===== config.mk =====
export PLATFORM = sky130hd
export DESIGN_NAME = sc_dot_product_decoder
export DESIGN_NICKNAME = d
export VERILOG_FILES = /design/src/rtl/sc_dot_product_decoder.sv
export SDC_FILE = /design/constraint.sdc
export NUM_CORES = 1
export LEC_CHECK = 0
export CAP_MARGIN = 15
export CORE_AREA = 2 2 65 67
export DETAILED_ROUTE_END_ITERATION = 10
export DIE_AREA = 0 0 67 69
export DONT_BUFFER_PORTS = 1
export HOLD_SLACK_MARGIN = 0.06
export PLACE_DENSITY = 0.6
export SYNTH_ARGS = -nofsm -noshare
export SYNTH_HDL_FRONTEND = slang
export SYNTH_SLANG_ARGS = --single-unit
export TNS_END_PERCENT = 100

===== constraint.sdc =====
create_clock -name clk -period 1.7 [get_ports clk]
set_input_delay 0.34 -clock clk [delete_from_list [all_inputs] [get_ports clk]]
set_output_delay 0.34 -clock clk [all_outputs]
set_load 0.02 [all_outputs]

===== src/rtl/sc_dot_product_decoder.sv =====
// Stochastic-stream decoder: counts ones over 2^WIDTH valid samples, rescales by
// DIMENSION and presents each window through a one-entry valid/ready buffer.
module sc_dot_product_decoder #(
   parameter  int WIDTH     = 8,
   parameter  int DIMENSION = 4,
   localparam int OUT_WIDTH = WIDTH + 1 + $clog2(DIMENSION)
) (
   input  logic                 clk,
   input  logic                 rst,
   input  logic                 restart,
   input  logic                 in_bit,
   input  logic                 in_valid,
   output logic [OUT_WIDTH-1:0] result,
   output logic                 out_valid,
   input  logic                 out_ready,
   output logic                 overrun,
   output logic                 busy
);

   typedef enum logic {IDLE, ACCUM} state_t;

   state_t           state, state_nxt;
   logic [WIDTH:0]   ones_cnt, ones_nxt;
   logic [WIDTH-1:0] sample_cnt, sample_nxt;
   logic             take_p0, done_p0, load_p0;
   logic [WIDTH:0]   final_cnt_p0;

   // Undo the mux adder's 1/DIMENSION scaling at full output width.
   function automatic logic [OUT_WIDTH-1:0] scale(input logic [WIDTH:0] cnt);
      logic [OUT_WIDTH-1:0] wide;
      wide = OUT_WIDTH'(cnt);
      if ((DIMENSION & (DIMENSION - 1)) == 0)
         scale = wide << $clog2(DIMENSION);
      else
         scale = OUT_WIDTH'(wide * DIMENSION);
   endfunction

   always_ff @(posedge clk or negedge rst) begin
      if (!rst) state <= IDLE;
      else      state <= state_nxt;
   end

   // Stage 0: sample accounting and window completion.
   always_comb begin
      state_nxt    = state;
      ones_nxt     = ones_cnt;
      sample_nxt   = sample_cnt;
      take_p0      = in_valid & ~restart;
      done_p0      = take_p0 & (sample_cnt == '1);
      final_cnt_p0 = ones_cnt + (WIDTH+1)'(in_bit);
      load_p0      = done_p0 & (~out_valid | out_ready);

      if (restart) begin
         ones_nxt   = '0;
         sample_nxt = '0;
      end else if (done_p0) begin
         ones_nxt   = '0;
         sample_nxt = '0;
      end else if (take_p0) begin
         ones_nxt   = final_cnt_p0;
         sample_nxt = sample_cnt + WIDTH'(1);
      end

      case (state)
         IDLE:    if (take_p0 && !done_p0) state_nxt = ACCUM;
         ACCUM:   if (restart || done_p0)  state_nxt = IDLE;
         default: state_nxt = IDLE;
      endcase
   end

   // Stage 1: counters and the one-entry output buffer.
   always_ff @(posedge clk or negedge rst) begin
      if (!rst) begin
         ones_cnt   <= '0;
         sample_cnt <= '0;
         result     <= '0;
         out_valid  <= 1'b0;
         overrun    <= 1'b0;
      end else begin
         ones_cnt   <= ones_nxt;
         sample_cnt <= sample_nxt;
         if (load_p0) begin
            result    <= scale(final_cnt_p0);
            out_valid <= 1'b1;
         end else if (out_valid && out_ready) begin
            out_valid <= 1'b0;
         end
         // A completed window that cannot be buffered is lost.
         if (done_p0 && !load_p0)
            overrun <= 1'b1;
      end
   end

   assign busy = (state == ACCUM);

endmodule


==> impl_metrics.json <==
{
  "status": "finished clean",
  "grt_usage_pct": 13.80,
  "start_util_pct": 38.08,
  "hpwl_mm": 2.006,
  "timing.fmax_ghz": 0.6316,
  "routed_wl_mm": 2.774,
  "synth_compound_area_share_pct": 15.87,
  "power_density_nw_per_um2": 821.5,
  "grt_antenna_before_repair": 0,
  "synth_area_per_cell_um2": 10.64,
  "viasPerCell": 5.277,
  "synth.cell_area_um2": 1490,
  "slowest_stage": "dfrtp_1",
  "muxShareOfSynthArea_pct": 3.694,
  "fp-row-count": 23,
  "synth_fa_ha_area_share_pct": 3.359,
  "maxCapViolations": 0,
  "crit_family": "flip-flops",
  "grt_pass1_vias": 1066,
  "grt_remaining_overflow": 0,
  "rsz0062_at_grt": "no",
  "hold_path.class": "primary input to register",
  "worst-path-buf-inv": 1,
  "drc": 0,
  "cts_htree_levels": 2,
  "slew_viol_final": 0,
  "numCtsBuffers": 5,
  "cts_tree": "built",
  "grt_max_degree": 30,
  "cts.path.max_buffers": 2,
  "final_nets": 155,
  "setup.worst_path.start_class": "register",
  "drt_iter0_drc": 43,
  "setup_tns_ns": 0,
  "ios": 20,
  "diodes": 0,
  "post-route-period-util_pct": 93.13,
  "leakagePower_nw": 0.7318,
  "hold_viol": 0,
  "arrival_ns": 1.74,
  "ys_ff_latch": 29,
  "synth_top_family_by_area": "simple AND/OR/NAND/NOR gates",
  "synthSimpleGateAreaFrac_pct": 16.71,
  "die_w_um": 67,
  "seq_area_frac_synth_pct": 48.70,
  "synthCells": 140,
  "path_class": "register to register",
  "clock-root-buffer": "clkbuf_8",
  "final_antenna_net_count": 0,
  "setup_viol": 0,
  "end_kind": "register",
  "grt_first_pass_wirelength_mm": 4.719,
  "num_vias": 1029,
  "drive_gt1_share_pct": 17.24,
  "period_minus_slack_ns": 1.583,
  "path_clk_slew_ns": 0.06,
  "ys_warn_count": 0,
  "slowest_delay_ns": 0.41,
  "skew_ns": 0.004939,
  "cts_setup_buffers": 0,
  "synthXorXnorAreaFrac_pct": 5.290,
  "area_delta_synth_final_pct": 10.50,
  "vdd_drop_max_uv": 375.4,
  "critPathMaxFanout": 6,
  "cp.required_ns": 1.86,
  "worstPathCellList": "ha_1 > and4b_1 > nand4_1 > buf_4 > mux2_2",
  "cts.sinks": 29,
  "ys_types": 37,
  "finalWeightedCongestion": 0.7604,
  "die_y_um": 69,
  "clk_latency_ns": 0.27,
  "final_cell_mix": "dfrtp_1 (29), nand2_1 (12), nor2_1 (9), a31oi_1 (9)",
  "wl_per_cell_um": 14.23,
  "drtPass1Iterations": 4,
  "utilization_pct": 42.07,
  "final_common_cell": "dfrtp_1",
  "dieArea_um2": 4623,
  "coreArea_um2": 3914,
  "portBuffers": 0
}
flip-flops by register name, summed over array words and instances (netlist names):
name,flops
overrun,1
ones_cnt,9
out_valid,1
sample_cnt,8
busy,1
result,9
metal layers:
layer | vias up | part of all wire (%) | global-route usage, %
met5 | - | 0 | 0
met4 | 0 | 2.5 | 7.937
met3 | 6 | 4.8 | 5.383
met2 | 13 | 49 | 22.55
met1 | 502 | 44 | 14.75
li1 | 508 | - | -
final timing paths:
path,startpoint,endpoint,slack (ns),cells past startpoint
max,sample_cnt[0],result[3],0.12,5
min,restart,sample_cnt[6],0.13,1
max reg2reg,sample_cnt[0],result[3],0.12,5
min reg2reg,ones_cnt[8],ones_cnt[8],0.52,1
max in group asynchronous,rst,sample_cnt[6],1.04,2
min in group asynchronous,rst,ones_cnt[5],0.50,2
Yosys cell counts, drive strengths merged:
cell type | number | area [um2]
nand3 | 6 | 30.03
nand2 | 15 | 63.81
xnor2 | 4 | 35.03
nand2b | 3 | 18.77
conb | 1 | 3.750
nand4b | 1 | 8.760
and3 | 2 | 12.51
or3 | 1 | 6.260
clkbuf | 3 | 11.26
nor2 | 9 | 33.78
a41oi | 3 | 45.05
and4b | 1 | 10.01
a21o | 2 | 15.01
nand3b | 1 | 7.510
a22o | 4 | 35.03
o21ai | 9 | 45.04
xor2 | 5 | 43.79
mux2 | 4 | 45.04
mux2i | 1 | 10.01
and4 | 1 | 11.26
or2 | 1 | 6.260
ha | 4 | 50.05
or2b | 2 | 15.01
a31oi | 9 | 56.30
a21oi | 5 | 32.53
nand4 | 4 | 25.02
o21bai | 1 | 7.510
dfrtp | 29 | 725.7
buf | 9 | 80.07
power by group:
group          total (mW)  internal [mW]  switching (mW)
combinational      0.0855         0.0363          0.0493
clock               0.555          0.320           0.235
sequential          0.712          0.701          0.0112
total                1.35           1.06           0.295
cell families (layout without fill, tap and decap cells):
family          after synthesis  after routing
mux                           5              5
fa+ha+maj                     4              4
buf+inv                      12             16
flops                        29             29
simple gates                 47             47
compound gates               33             33
other cells                   1              2
xor+xnor                      9              9
area by class of cell:
class                      count  area [um2]
fill                         403        2267
tap                           50       62.56
clock buffer                   7       86.33
timing repair buffer           9       95.09
multi-input combinational    100       676.9
sequential                    29       725.7
metrics by stage:
stage | cells | instance area, um2 | worst slack, ns | power (mW) | hold slack [ns]
floorplan | 141 | 1494 | 0.1883 | 0.7889 | 0.04441
global placement | 186 | 1530 | 0.1462 | 0.7873 | 0.04529
detailed placement | 186 | 1530 | 0.1147 | 0.7911 | 0.04503
CTS | 195 | 1647 | 0.1070 | 1.377 | 0.1139
global route | 195 | 1647 | 0.04633 | 1.421 | 0.1085
finish | 195 | 1647 | 0.1168 | 1.353 | 0.1256
what timing repair did:
item | 4_1_cts | 5_1_grt
hold buffers | 2 | 0
resized for setup | 0 | 0
setup endpoints to repair | 0 | 0
endpoints found under the hold margin | 29 | 0
Power figures use the tool's default switching activity.
